==> src/rtl/soc_rst_seq_if.sv <==
// soc_rst_seq_if: reset fan-out and soft-reset handshake bundle.
// Optional soft_rst_cnt present only with RST_SEQ_STAT_EN.
`timescale 1ns/1ps
interface soc_rst_seq_if #(
  parameter int NUM_RV  = 3,
  parameter int NUM_DSA = 3
);
  logic               mem_sub_sys_rstn;
  logic [NUM_DSA-1:0] dsa_rstn;
  logic [NUM_RV-1:0]  rv_rstn;
  logic [NUM_RV-1:0]  rv_rst_req;
  logic [NUM_RV-1:0]  rv_rst_ack;
  logic               seq_done;
`ifdef RST_SEQ_STAT_EN
  logic [NUM_RV*8-1:0] soft_rst_cnt;
`endif

  modport master (
    input  rv_rst_req,
`ifdef RST_SEQ_STAT_EN
    output soft_rst_cnt,
`endif
    output mem_sub_sys_rstn,
    output dsa_rstn,
    output rv_rstn,
    output rv_rst_ack,
    output seq_done
  );

  modport slave (
    output rv_rst_req,
`ifdef RST_SEQ_STAT_EN
    input  soft_rst_cnt,
`endif
    input  mem_sub_sys_rstn,
    input  dsa_rstn,
    input  rv_rstn,
    input  rv_rst_ack,
    input  seq_done
  );
endinterface

==> src/rtl/soc_rst_seq.sv <==
// soc_rst_seq: ordered reset release (mem -> DSA -> RV) plus per-core soft reset.
// Optional macro RST_SEQ_STAT_EN adds per-core soft-reset completion counters.
`timescale 1ns/1ps
module soc_rst_seq #(
  parameter int NUM_RV   = 3,
  parameter int NUM_DSA  = 3,
  parameter int MEM_DLY  = 16,
  parameter int DSA_DLY  = 8,
  parameter int RV_DLY   = 8,
  parameter int SOFT_MIN = 4,
  parameter int CNT_W    = 8
) (
  input logic           clk,
  input logic           sys_rstn,
  soc_rst_seq_if.master bus
);

  localparam int CMAX = (2 ** CNT_W) - 1;

  if (MEM_DLY < 1 || MEM_DLY > CMAX ||
      DSA_DLY < 1 || DSA_DLY > CMAX ||
      RV_DLY < 1 || RV_DLY > CMAX ||
      SOFT_MIN < 1 || SOFT_MIN > CMAX) begin : g_bad_param
    $error("soc_rst_seq: delay parameters must be in 1..2^CNT_W-1");
  end

  localparam logic [CNT_W-1:0] CNT_MAX  = '1;
  localparam logic [CNT_W-1:0] MEM_END  = CNT_W'(MEM_DLY - 1);
  localparam logic [CNT_W-1:0] DSA_END  = CNT_W'(DSA_DLY - 1);
  localparam logic [CNT_W-1:0] RV_END   = CNT_W'(RV_DLY - 1);
  localparam logic [CNT_W-1:0] SOFT_END = CNT_W'(SOFT_MIN - 1);

  typedef enum logic [2:0] {
    ST_RST,
    ST_WAIT_MEM,
    ST_WAIT_DSA,
    ST_WAIT_RV,
    ST_RUN
  } state_t;

  logic [1:0]         sync_q;
  logic               rst_sync;
  logic               rel_edge;
  state_t             state;
  logic [CNT_W-1:0]   cnt;
  logic               mem_q;
  logic [NUM_DSA-1:0] dsa_q;
  logic [NUM_RV-1:0]  rv_q;
  logic [NUM_RV-1:0]  ack_q;
  logic               done_q;
  logic [CNT_W-1:0]   soft_cnt [NUM_RV];
`ifdef RST_SEQ_STAT_EN
  logic [NUM_RV-1:0][7:0] stat_q;
`endif

  function automatic logic [CNT_W-1:0] sat_inc(
    input logic [CNT_W-1:0] v
  );
    return (v == CNT_MAX) ? v : v + 1'b1;
  endfunction

  assign rst_sync = sync_q[1];
  // Sequencing starts on the edge where rst_sync rises.
  assign rel_edge = sync_q[0] & ~rst_sync;

  // Two-flop release synchronizer, cleared asynchronously.
  always_ff @(posedge clk or negedge sys_rstn) begin
    if (!sys_rstn) sync_q <= '0;
    else           sync_q <= {sync_q[0], 1'b1};
  end

  // Boot FSM with registered reset outputs and per-core soft reset in RUN.
  always_ff @(posedge clk or negedge sys_rstn) begin
    if (!sys_rstn) begin
      state  <= ST_RST;
      cnt    <= '0;
      mem_q  <= 1'b0;
      dsa_q  <= '0;
      rv_q   <= '0;
      ack_q  <= '0;
      done_q <= 1'b0;
      for (int i = 0; i < NUM_RV; i++) soft_cnt[i] <= '0;
`ifdef RST_SEQ_STAT_EN
      stat_q <= '0;
`endif
    end else begin
      unique case (state)
        ST_RST: begin
          if (rel_edge) begin
            state <= ST_WAIT_MEM;
            cnt   <= '0;
          end
        end
        ST_WAIT_MEM: begin
          if (cnt == MEM_END) begin
            state <= ST_WAIT_DSA;
            cnt   <= '0;
            mem_q <= 1'b1;
          end else begin
            cnt <= sat_inc(cnt);
          end
        end
        ST_WAIT_DSA: begin
          if (cnt == DSA_END) begin
            state <= ST_WAIT_RV;
            cnt   <= '0;
            dsa_q <= '1;
          end else begin
            cnt <= sat_inc(cnt);
          end
        end
        ST_WAIT_RV: begin
          if (cnt == RV_END) begin
            state  <= ST_RUN;
            cnt    <= '0;
            rv_q   <= '1;
            done_q <= 1'b1;
          end else begin
            cnt <= sat_inc(cnt);
          end
        end
        ST_RUN: begin
          for (int i = 0; i < NUM_RV; i++) begin
            if (!ack_q[i]) begin
              if (bus.rv_rst_req[i]) begin
                ack_q[i]    <= 1'b1;
                rv_q[i]     <= 1'b0;
                soft_cnt[i] <= '0;
              end
            end else if (!bus.rv_rst_req[i] &&
                         soft_cnt[i] >= SOFT_END) begin
              ack_q[i] <= 1'b0;
              rv_q[i]  <= 1'b1;
`ifdef RST_SEQ_STAT_EN
              if (stat_q[i] != 8'hFF)
                stat_q[i] <= stat_q[i] + 8'd1;
`endif
            end else begin
              soft_cnt[i] <= sat_inc(soft_cnt[i]);
            end
          end
        end
        default: state <= ST_RST;
      endcase
    end
  end

  assign bus.mem_sub_sys_rstn = mem_q;
  assign bus.dsa_rstn         = dsa_q;
  assign bus.rv_rstn          = rv_q;
  assign bus.rv_rst_ack       = ack_q;
  assign bus.seq_done         = done_q;
`ifdef RST_SEQ_STAT_EN
  assign bus.soft_rst_cnt     = stat_q;
`endif

endmodule
==> src/flat_wrapper.sv <==
// flat-port wrapper written by rule: the top's interface ports become plain ports
module soc_rst_seq_flat 
#(
  parameter int NUM_RV   = 3,
  parameter int NUM_DSA  = 3,
  parameter int MEM_DLY  = 16,
  parameter int DSA_DLY  = 8,
  parameter int RV_DLY   = 8,
  parameter int SOFT_MIN = 4,
  parameter int CNT_W    = 8
)
  (clk, sys_rstn, bus_rv_rst_req, bus_mem_sub_sys_rstn, bus_dsa_rstn, bus_rv_rstn, bus_rv_rst_ack, bus_seq_done);
  soc_rst_seq_if #(.NUM_RV(NUM_RV), .NUM_DSA(NUM_DSA)) bus_i ();
  input logic clk;
  input logic sys_rstn;
  input wire logic [$bits(bus_i.rv_rst_req)-1:0] bus_rv_rst_req;
  output wire logic [$bits(bus_i.mem_sub_sys_rstn)-1:0] bus_mem_sub_sys_rstn;
  output wire logic [$bits(bus_i.dsa_rstn)-1:0] bus_dsa_rstn;
  output wire logic [$bits(bus_i.rv_rstn)-1:0] bus_rv_rstn;
  output wire logic [$bits(bus_i.rv_rst_ack)-1:0] bus_rv_rst_ack;
  output wire logic [$bits(bus_i.seq_done)-1:0] bus_seq_done;
  assign bus_i.rv_rst_req = bus_rv_rst_req;
  assign bus_mem_sub_sys_rstn = bus_i.mem_sub_sys_rstn;
  assign bus_dsa_rstn = bus_i.dsa_rstn;
  assign bus_rv_rstn = bus_i.rv_rstn;
  assign bus_rv_rst_ack = bus_i.rv_rst_ack;
  assign bus_seq_done = bus_i.seq_done;
  soc_rst_seq #(.NUM_RV(NUM_RV), .NUM_DSA(NUM_DSA), .MEM_DLY(MEM_DLY), .DSA_DLY(DSA_DLY), .RV_DLY(RV_DLY), .SOFT_MIN(SOFT_MIN), .CNT_W(CNT_W)) u_core (.clk(clk), .sys_rstn(sys_rstn), .bus(bus_i));
endmodule
==> config.mk <==
export PLATFORM = sky130hd
export DESIGN_NAME = soc_rst_seq_flat
export DESIGN_NICKNAME = d
export VERILOG_FILES = /design/src/rtl/soc_rst_seq_if.sv /design/src/rtl/soc_rst_seq.sv /design/src/flat_wrapper.sv
export SDC_FILE = /design/constraint.sdc
export NUM_CORES = 1
export LEC_CHECK = 0
export CAP_MARGIN = 5
export CORE_MARGIN = 2
export CORE_UTILIZATION = 30
export CTS_BUF_LIST = sky130_fd_sc_hd__clkbuf_4
export DETAILED_ROUTE_END_ITERATION = 10
export GPL_ROUTABILITY_DRIVEN = 0
export MAX_ROUTING_LAYER = met4
export SYNTH_ARGS = -nofsm -noshare
export SYNTH_HDL_FRONTEND = slang
export SYNTH_SLANG_ARGS = --single-unit
==> constraint.sdc <==
create_clock -name clk -period 2.9 [get_ports clk]
set_clock_uncertainty 0.15 [all_clocks]
set_input_delay 0.435 -clock clk [delete_from_list [all_inputs] [get_ports clk]]
set_output_delay 0.435 -clock clk [all_outputs]
set_load 0.02 [all_outputs]
==> results of run 1 <==
## power by group through the flow
stage	clock network (W)	registers, W	logic (W)
2_1_floorplan	0	0.000694	0.0000630
3_3_place_gp	0	0.000697	0.000101
3_5_place_dp	0	0.000699	0.000104
4_1_cts	0.000431	0.000687	0.000106
5_1_grt	0.000441	0.000690	0.000124
6_report	0.000411	0.000686	0.000103
## per-layer routing
layer | track usage (%) | share of wire [%]
met3 | 2.256 | 2.5
met4 | 4.779 | 1.6
met5 | - | 0
met2 | 19.50 | 47
met1 | 15.97 | 49
## cell usage after synthesis, types with 5 or more instances
master	number
and3_1	5
o21ai_0	19
nand2b_1	6
nor2_1	28
clkbuf_1	5
nand4_1	6
dfrtp_1	46
nand2_1	24
xnor2_1	10
nand3_1	12
nor4_1	5
inv_1	5
a21oi_1	5
nor3_1	9
mux2i_1	5
## stage by stage
| stage | total power (W) | cells | setup WS, ns | utilization [%] | cell area (um2) |
|---|---|---|---|---|---|
| 2_1_floorplan | 0.0007573 | 252 | 0.7784 | - | 2379 |
| 3_3_place_gp | 0.0007983 | 366 | 0.6769 | 34.51 | 2653 |
| 3_5_place_dp | 0.0008026 | 366 | 0.6372 | 34.51 | 2653 |
| 4_1_cts | 0.001223 | 375 | 0.6475 | 35.71 | 2745 |
| 5_1_grt | 0.001255 | 375 | 0.5210 | 35.71 | 2745 |
| 6_report | 0.001200 | 375 | 0.6602 | 35.71 | 2745 |
## final cells by class
cell class / count / area (um2) / area share (%)
clock buffers: 6 / 45.04 / 1.641
multi-input cells: 192 / 1165 / 42.43
clock inverters: 2 / 37.54 / 1.367
repair buffers: 22 / 200.2 / 7.293
inverters: 5 / 18.77 / 0.6837
flip-flops and latches: 46 / 1151 / 41.93
well taps: 102 / 127.6 / 4.649
## worst max path at each step
stage	from	end	slack, ns	cells after the start
finish	u_core.soft_cnt[19]$_DFFE_PN0P_	u_core.soft_cnt[18]$_DFFE_PN0P_	0.66	5
global route	u_core.state[2]$_DFFE_PN0P_	u_core.soft_cnt[4]$_DFFE_PN0P_	0.52	5
CTS	u_core.soft_cnt[19]$_DFFE_PN0P_	u_core.soft_cnt[18]$_DFFE_PN0P_	0.65	5
global placement	u_core.soft_cnt[19]$_DFFE_PN0P_	u_core.soft_cnt[23]$_DFFE_PN0P_	0.68	5
floorplan	u_core.soft_cnt[19]$_DFFE_PN0P_	u_core.soft_cnt[23]$_DFFE_PN0P_	0.78	5
detailed placement	bus_rv_rst_req[2]	u_core.soft_cnt[7]$_DFFE_PN0P_	0.64	6
## kinds of logic (layout without fill, tap and decap cells)
logic type               count (synthesis)  after routing  synth area share (%)
AO/OA/AOI/OAI                           52             52                 14.73
multiplexers                             5              5                 2.104
flip-flops                              46             46                 48.40
buffers and inverters                   14             35                 2.630
XOR/XNOR                                14             14                 5.155
adder cells (fa/ha/maj)                  4              4                 2.104
AND/OR/NAND/NOR                        116            116                 24.72
other                                    1              1                0.1577
## sequential cells by signal, summed over array words and instances (netlist names)
| signal | cells |
|---|---|
| u_core.bus.dsa_rstn | 1 |
| u_core.soft_cnt | 24 |
| u_core.bus.rv_rst_ack | 3 |
| u_core.cnt | 8 |
| u_core.state | 3 |
| u_core.sync_q | 2 |
| u_core.bus.rv_rstn | 3 |
| u_core.bus.seq_done | 1 |
| u_core.bus.mem_sub_sys_rstn | 1 |
## worst max-delay path, delay by kind of cell (launching register included)
| family | cells | cell delay [ns] |
|---|---|---|
| and+or+nand+nor | 3 | 0.99 |
| DFF | 1 | 0.47 |
| AOI/OAI and AO/OA | 1 | 0.40 |
| muxes | 1 | 0.13 |
==> results.yml, run 1 <==
floorplan:
  die_x_um: 93.04
  die_h_um: 93.04
  die-area_mm2: 0.008656
  start_util_pct: 30.94
  num_rows: 32
  boundaryPins: 16
  core_mm2: 0.007687
synth:
  async_flop_share_pct: 100.0
  netlist_instances: 252
  synth_top_area_share_pct: 48.40
  synth.top_cells.by_area: "dfrtp_1 48%, nor2_1 4.4%, o21ai_0 4.0%, nand2_1 3.8%, xnor2_1 3.7%"
  synth_warnings: 0
  synth_nets: 261
  ys_seq_area_share_pct: 48.40
  synth_top_cell_by_area: "dfrtp_1"
  synth_area_per_cell_um2: 9.439
  ys_ff_latch: 46
  ys_types: 48
  syn_area_mm2: 0.002379
  ys.flop_type: "dfrtp_1"
  synth_edf_count: 0
outcome:
  status: "finished clean"
power_and_ir_drop:
  sw_frac_of_total_pct: 25.00
  power.density_mw_per_mm2: 437.2
  p_int_w: 0.0009002
  power_frac_clock_pct: 34.3
  switching_power_w: 0.0003000
  p_leak_nw: 1.138
  peakVddDrop_v: 0.0001382
  seq_power_share_pct: 57.2
  pwr-share-comb_pct: 8.5
timing:
  final.min_clock_period_ns: 2.240
  fmax_ghz: 0.4465
  holdWs_ns: 0.2484
  finalSetupViolations: 0
  rsz0062_at_grt: "no"
  tns_ns: 0
  post-route-period-util_pct: 77.24
  slew_headroom_pct: 54.91
  finalHoldViolCount: 0
  worst_slew_pin_slew_ns: 0.6659
  final-max-slew-violation-count: 0
min_path:
  whs_endpoint: "u_core.sync_q[1]$_DFF_PN0_"
  hp-class: "register to register"
  hold_path_depth: 0
  min_from: "u_core.sync_q[0]$_DFF_PN0_"
cts:
  cts_buffer_depth: 2
  htree_levels: 2
  clk_pin_slew_ns: 0.13
  cts_tree: "yes"
  cts_setup_buffers: 0
  clk_latency_ns: 0.38
  cts_made_buffers: 5
  clock-sinks: 46
  cts-resized-gates: 0
  clockRootBuffer: "clkbuf_4"
  hold_buffers: 1
detailed_routing:
  wirelength_mm: 4.877
  vias_per_cell: 5.131
  first_pass_iters: 4
  vias: 1924
  ant_nets: 0
  wl_per_cell_um: 13.01
  drt_iter0_drc: 75
  drc: 0
critical_path:
  r2r_start: "u_core.soft_cnt[19]$_DFFE_PN0P_"
  crit_path_cell_trace: "or4_1, o41a_1, nor2_1, nand2_1, mux2i_1"
  arrival_ns: 2.35
  worst_r2r_path_depth: 5
  slowest_stage: "or4_1"
  r2r_end: "u_core.soft_cnt[18]$_DFFE_PN0P_"
  critical_path_class: "register to register"
  r2r_slack_ns: 0.66
  cp_max_fo: 6
  end_kind: "register"
  max_stage_delay_ns: 0.56
  start_kind: "register"
  critPathRequiredTime_ns: 3.01
global_routing:
  grt_overflow: 0
  grt_max_degree: 30
  antenna_found_initial: 0
  grt_pass1_vias: 1856
  grt_first_pass_wirelength_mm: 8.466
  gr-usage-all-layers_pct: 12.38
cells_and_area:
  area_delta_synth_final_pct: 15.41
  nets: 281
  fillers: 817
  final_cell_mix: "46 x dfrtp_1, 28 x nor2_1, 24 x nand2_1, 19 x o21ai_0, 14 x clkdlybuf4s50_1"
  diodes: 0
  final_common_cell: "dfrtp_1"
  drive_gt1_share_pct: 7.326
flow_run:
  maxCapViolCount: 0
placed_design:
  hpwl_mm: 3.439
  io_buffers: 15
Power figures use the tool's default switching activity.
==> run 2, diff against run 1 <==
==> constraint.sdc (replaced) <==
create_clock -name clk -period 2.3 [get_ports clk]
set_clock_uncertainty 0.15 [all_clocks]
set_input_delay 0.345 -clock clk [delete_from_list [all_inputs] [get_ports clk]]
set_output_delay 0.345 -clock clk [all_outputs]
set_load 0.02 [all_outputs]
==> run 2 against run 1 <==
Worst hold slack better by 0.0068 ns; fmax down 0.12%; die area stayed put; global-route usage hardly changed; core utilization increased by 0.36 points; largest power group unchanged; critical path depth stayed put; non-clock buffer count rose by 3; register-to-register slack got worse by 0.60 ns.
==> results.yml, run 2 (synthesis gave the netlist of run 1 again) <==
placed_design:
  io_buffers: 15
  pre_cts_ws_ns: 0.09882
  place_area_mm2: 0.002675
  hpwl_mm: 3.380
global_routing:
  gr-usage-all-layers_pct: 12.33
  grt_pass1_vias: 1860
  antenna_found_initial: 0
  grt_first_pass_wirelength_mm: 8.480
  grt_max_degree: 47
  grt_overflow: 0
min_path:
  hp-class: "register to register"
detailed_routing:
  ant_nets: 0
  vias: 1880
  wl_per_cell_um: 12.76
  drc: 0
  vias_per_cell: 4.974
  drt_iter0_drc: 92
  met2_length_mm: 2.183
  met3_length_um: 152
  wl_met1_mm: 2.440
  routed.top_layer: "met4"
  wirelength_mm: 4.822
  first_pass_iters: 4
critical_path:
  arrival_ns: 2.35
  end_kind: "register"
  cp_max_fo: 5
  critPathRequiredTime_ns: 2.40
  start_kind: "register"
  critical_path_class: "register to register"
timing:
  slew_headroom_pct: 59.75
  fmax_ghz: 0.4459
  finalSetupViolations: 0
  tns_ns: 0
  worst_slew_pin_slew_ns: 0.6037
  post-route-period-util_pct: 97.50
  final-max-slew-violation-count: 0
  setup_slack_ns: 0.05744
  rsz0062_at_grt: "yes"
  final.min_clock_period_ns: 2.243
  finalHoldViolCount: 0
cts:
  clock-sinks: 46
  clk_pin_slew_ns: 0.13
  clockRootBuffer: "clkbuf_4"
  cts_made_buffers: 5
  clk_latency_ns: 0.36
  cts_buffer_depth: 2
  cts_tree: "yes"
  htree_levels: 2
floorplan:
  die_x_um: 93.04
  boundaryPins: 16
  num_rows: 32
  core_mm2: 0.007687
  die-area_mm2: 0.008656
  start_util_pct: 30.94
  die_h_um: 93.04
cells_and_area:
  fin_area_mm2: 0.002773
  largest_register_ffs: 24
  diodes: 0
  largest-register: "u_core.soft_cnt"
  area_delta_synth_final_pct: 16.57
  fillers: 803
  seq_area_mm2: 0.001151
  drive_gt1_share_pct: 10.51
  top_regs: "u_core.soft_cnt x24, u_core.cnt x8"
  multi_input_area_mm2: 0.001199
  nets: 284
  final_common_cell: "dfrtp_1"
  final_cell_mix: "46 x dfrtp_1, 27 x nor2_1, 24 x nand2_1, 19 x o21ai_0, 14 x clkdlybuf4s50_1"
power_and_ir_drop:
  power.density_mw_per_mm2: 498.4
  p_leak_nw: 1.151
  seq_power_share_pct: 62.6
  p_int_w: 0.001024
  power_frac_clock_pct: 27.7
  sw_frac_of_total_pct: 25.89
  pwr-share-comb_pct: 9.7
  switching_power_w: 0.0003577
  peakVddDrop_v: 0.0001656
flow_run:
  maxCapViolCount: 0
outcome:
  status: "finished clean"
==> run 2: power by group through the flow <==
stage          sequential, W  clock (W)  combinational [W]
4_1_cts             0.000865   0.000407           0.000137
6_report            0.000864   0.000383           0.000134
5_1_grt             0.000869   0.000430           0.000157
3_3_place_gp        0.000878          0           0.000131
2_1_floorplan       0.000875          0          0.0000794
3_5_place_dp        0.000879          0           0.000137
==> run 2: timing repair <==
| action | CTS | global route |
|---|---|---|
| resized for setup | 0 | 7 |
| setup buffers | 0 | 0 |
| hold buffers | 1 | 0 |
| setup endpoints to repair | 0 | 15 |
| hold endpoints to repair | 46 | 0 |
==> run 2: path summary, 6_finish.rpt <==
path / depth (start not counted) / start / slack (ns) / endpoint
min in group asynchronous: 3 / sys_rstn / 0.43 / u_core.soft_cnt[4]$_DFFE_PN0P_
worst min-delay path: 0 / u_core.sync_q[0]$_DFF_PN0_ / 0.26 / u_core.sync_q[1]$_DFF_PN0_
max in group asynchronous: 3 / sys_rstn / 1.16 / u_core.cnt[1]$_DFFE_PN0P_
worst min register to register: 0 / u_core.sync_q[0]$_DFF_PN0_ / 0.26 / u_core.sync_q[1]$_DFF_PN0_
worst max-delay path: 5 / u_core.soft_cnt[19]$_DFFE_PN0P_ / 0.06 / u_core.soft_cnt[21]$_DFFE_PN0P_
worst max register to register: 5 / u_core.soft_cnt[19]$_DFFE_PN0P_ / 0.06 / u_core.soft_cnt[21]$_DFFE_PN0P_
==> run 2: worst max-delay path: stages (launching register included) <==
cell	delay (ns)
dfrtp_1	0.40
or4_1	0.56
o41a_1	0.40
nor4_1	0.40
xnor2_1	0.17
nor2_1	0.06
==> run 2: layout make-up <==
type / count / area share, %
clock buffers: 6 / 1.625
clock inverters: 2 / 0.3159
inverters: 5 / 0.6769
multi-input cells: 192 / 43.23
flip-flops and latches: 46 / 41.52
well taps: 102 / 4.603
repair buffers: 25 / 8.033
==> run 2: routing by layer <==
layer / vias to the layer above / global-route usage (%)
met1: 888 / 16.65
met4: 0 / 2.941
li1: 960 / -
met2: 26 / 18.84
met3: 6 / 3.062
met5: - / -
==> run 2: stage by stage <==
stage                     hold WS [ns]  total power (W)  utilization [%]  cells
after floorplan                -0.1006        0.0009548                -    252
after global placement          0.2163         0.001009            34.80    369
after detailed placement        0.2250         0.001017            34.80    369
after CTS                       0.2536         0.001409            35.63    378
final                           0.2552         0.001382            36.07    378
after global routing            0.2645         0.001456            36.07    378
==> variant, RTL diff (flow settings as in run 1) <==
`NUM_DSA` is set to 3 in 3 places; all go to 2.
--- a/src/rtl/soc_rst_seq_if.sv
+++ b/src/rtl/soc_rst_seq_if.sv
@@ -3,7 +3,7 @@
 `timescale 1ns/1ps
 interface soc_rst_seq_if #(
   parameter int NUM_RV  = 3,
-  parameter int NUM_DSA = 3
+  parameter int NUM_DSA = 2
 );
   logic               mem_sub_sys_rstn;
   logic [NUM_DSA-1:0] dsa_rstn;
--- a/src/rtl/soc_rst_seq.sv
+++ b/src/rtl/soc_rst_seq.sv
@@ -3,7 +3,7 @@
 `timescale 1ns/1ps
 module soc_rst_seq #(
   parameter int NUM_RV   = 3,
-  parameter int NUM_DSA  = 3,
+  parameter int NUM_DSA  = 2,
   parameter int MEM_DLY  = 16,
   parameter int DSA_DLY  = 8,
   parameter int RV_DLY   = 8,
--- a/src/flat_wrapper.sv
+++ b/src/flat_wrapper.sv
@@ -2,7 +2,7 @@
 module soc_rst_seq_flat 
 #(
   parameter int NUM_RV   = 3,
-  parameter int NUM_DSA  = 3,
+  parameter int NUM_DSA  = 2,
   parameter int MEM_DLY  = 16,
   parameter int DSA_DLY  = 8,
   parameter int RV_DLY   = 8,
Ports: changed (resized bus_dsa_rstn); port bits go from 16 to 15. No check against the original RTL was run, so the function may have changed too.
==> variant against run 1 <==
Setup slack worse by 0.019 ns. Sequential cell count is the same. Synthesized area shrank 0.32%. Design area shrank 1.9%. Power fell by 10%. Routed wire length shrank 1.2%. Non-clock buffer count down 2. Fmax decreased by 0.83%. Critical endpoint is now u_core.soft_cnt[23]$_DFFE_PN0P_.
==> variant: results (changes against run 1) <==
<table>
<tr><th>Metric</th><th>Value</th></tr>
<tr><th colspan="2">Final layout</th></tr>
<tr><td>Share of final-layout standard cells stronger than drive strength 1</td><td>5.90% (-1.4 points)</td></tr>
<tr><td>Filler Cells Inserted</td><td>800 (-2.1%)</td></tr>
<tr><td>Final Net Count</td><td>279 (-0.71%)</td></tr>
<tr><td>Largest register FFs</td><td>24 (unchanged)</td></tr>
<tr><td>Registers with the most flip-flops</td><td>u_core.soft_cnt (24), u_core.cnt (8)</td></tr>
<tr><th colspan="2">Place</th></tr>
<tr><td>HPWL after DPL</td><td>3.40 mm (-1.1%)</td></tr>
<tr><td>I/O Buffers</td><td>14 (-1)</td></tr>
<tr><th colspan="2">Global route</th></tr>
<tr><td>Total track usage</td><td>12.3% (-0.071 points)</td></tr>
<tr><td>Met1 global-route usage</td><td>15.9% (-0.070 points)</td></tr>
<tr><td>GR Layer Usage met3</td><td>2.85% (+0.59 points)</td></tr>
<tr><td>Wire length of the first global-routing pass</td><td>8.37 mm (-1.1%)</td></tr>
<tr><td>Met2 usage</td><td>19.2% (-0.30 points)</td></tr>
<tr><th colspan="2">Status</th></tr>
<tr><td>Run status</td><td>complete, no violations</td></tr>
<tr><th colspan="2">Logic synthesis</th></tr>
<tr><td>Fraction of the yosys area taken by sequential cells</td><td>48.5% (+0.15 points)</td></tr>
<tr><td>Area contributors post-synth</td><td>dfrtp_1 49%, nor2_1 4.4%, o21ai_0 4.0%</td></tr>
<tr><td>Post-synthesis net count</td><td>260 (-0.38%)</td></tr>
<tr><th colspan="2">Critical path</th></tr>
<tr><td>Endpoint of the worst register-to-register path</td><td>u_core.soft_cnt[23]$_DFFE_PN0P_</td></tr>
<tr><td>Setup slack of the most critical reg-to-reg path</td><td>0.64 ns (-0.02 ns)</td></tr>
<tr><th colspan="2">Power and ir drop</th></tr>
<tr><td>Total leakage power</td><td>1.12 nW (-2.0%)</td></tr>
<tr><td>VDD IR-drop max</td><td>165 uV (+19%)</td></tr>
<tr><th colspan="2">Clock network</th></tr>
<tr><td>Clock latency reported for the late side of the worst-skew pair</td><td>0.36 ns (-0.02 ns)</td></tr>
<tr><td>TritonCTS Buffers</td><td>5 (unchanged)</td></tr>
<tr><td>Clock-pin slew reported for the worst setup and hold paths after clock tree synthesis</td><td>0.13 ns (about the same)</td></tr>
<tr><td>Count of cells resized by post-cts repair</td><td>0 (unchanged)</td></tr>
<tr><th colspan="2">Drt</th></tr>
<tr><td>Wirelength per Cell</td><td>12.9 um (-0.68%)</td></tr>
<tr><td>Starting DRC count in detailed routing</td><td>86 (+15%)</td></tr>
<tr><th colspan="2">Timing</th></tr>
<tr><td>Normalized max-slew margin</td><td>56.3% (+1.4 points)</td></tr>
<tr><th colspan="2">Hold path</th></tr>
<tr><td>Hold Path End</td><td>u_core.sync_q[1]$_DFF_PN0_</td></tr>
</table>
## variant: cell types whose count changed after synthesis, sizes merged
cell and delta:
buf -1
## variant: layout make-up
cell class                 count  area (um^2)  share of cell area [%]
multi-input combinational    192         1160                    43.2
sequential                    46         1150                    42.7
timing repair buffer          20          183                    6.78
tap                          102          128                    4.74
clock buffer                   5         37.5                    1.39
inverter                       5         18.8                   0.697
clock inverter                 3         11.3                   0.418
## variant: stage by stage
stage / area [um^2] / hold WS [ns] / total power, mW / std cells / setup slack (ns)
after floorplan: 2370 / -0.0106 / 0.757 / 251 / 0.778
after global placement: 2640 / 0.212 / 0.798 / 364 / 0.664
after detailed placement: 2640 / 0.226 / 0.801 / 364 / 0.638
after CTS: 2690 / 0.256 / 1.10 / 373 / 0.641
after global routing: 2690 / 0.269 / 1.14 / 373 / 0.494
final: 2690 / 0.250 / 1.08 / 373 / 0.642
## variant: power by group
part           internal [mW]  switching, mW
Clock                 0.0869          0.204
Combinational         0.0448         0.0572
Sequential             0.663         0.0224
## variant: worst max path at each step
stage / from / to / slack, ns / depth (start not counted)
final: u_core.soft_cnt[19]$_DFFE_PN0P_ / u_core.soft_cnt[23]$_DFFE_PN0P_ / 0.64 / 5
after global placement: bus_rv_rst_req[2] / u_core.soft_cnt[7]$_DFFE_PN0P_ / 0.66 / 6
after global routing: u_core.soft_cnt[0]$_DFFE_PN0P_ / u_core.soft_cnt[7]$_DFFE_PN0P_ / 0.49 / 7
after CTS: u_core.soft_cnt[0]$_DFFE_PN0P_ / u_core.soft_cnt[7]$_DFFE_PN0P_ / 0.64 / 7
after floorplan: u_core.soft_cnt[19]$_DFFE_PN0P_ / u_core.soft_cnt[23]$_DFFE_PN0P_ / 0.78 / 5
after detailed placement: bus_rv_rst_req[2] / u_core.soft_cnt[7]$_DFFE_PN0P_ / 0.64 / 6
## variant: layer usage
metal  part of all wire (%)  wire length (um)
met1                     49              2370
met2                     46              2240
met3                    3.3               158
met4                    1.0                48
met5                      0                 0
## variant: cells by family after synthesis
kind of cell / share of synthesized area, %
and+or+nand+nor: 24.8
AOI/OAI and AO/OA: 14.8
DFF: 48.5
xor gates and xnor gates: 5.17
buffers and inverters: 2.32
muxes: 2.11
adders and majority gates: 2.11
other: 0.158
## variant: critical path, stage by stage (launching register included)
cell and delay (ns):
dfrtp_1 0.46, or4_1 0.57, o41a_1 0.39, nor4_1 0.36, xnor2_1 0.16, nor2_1 0.05
## variant: repair_timing
item,in CTS,in global routing
endpoints found under the hold margin,24,0
hold buffers,1,0
setup endpoints to repair,0,0
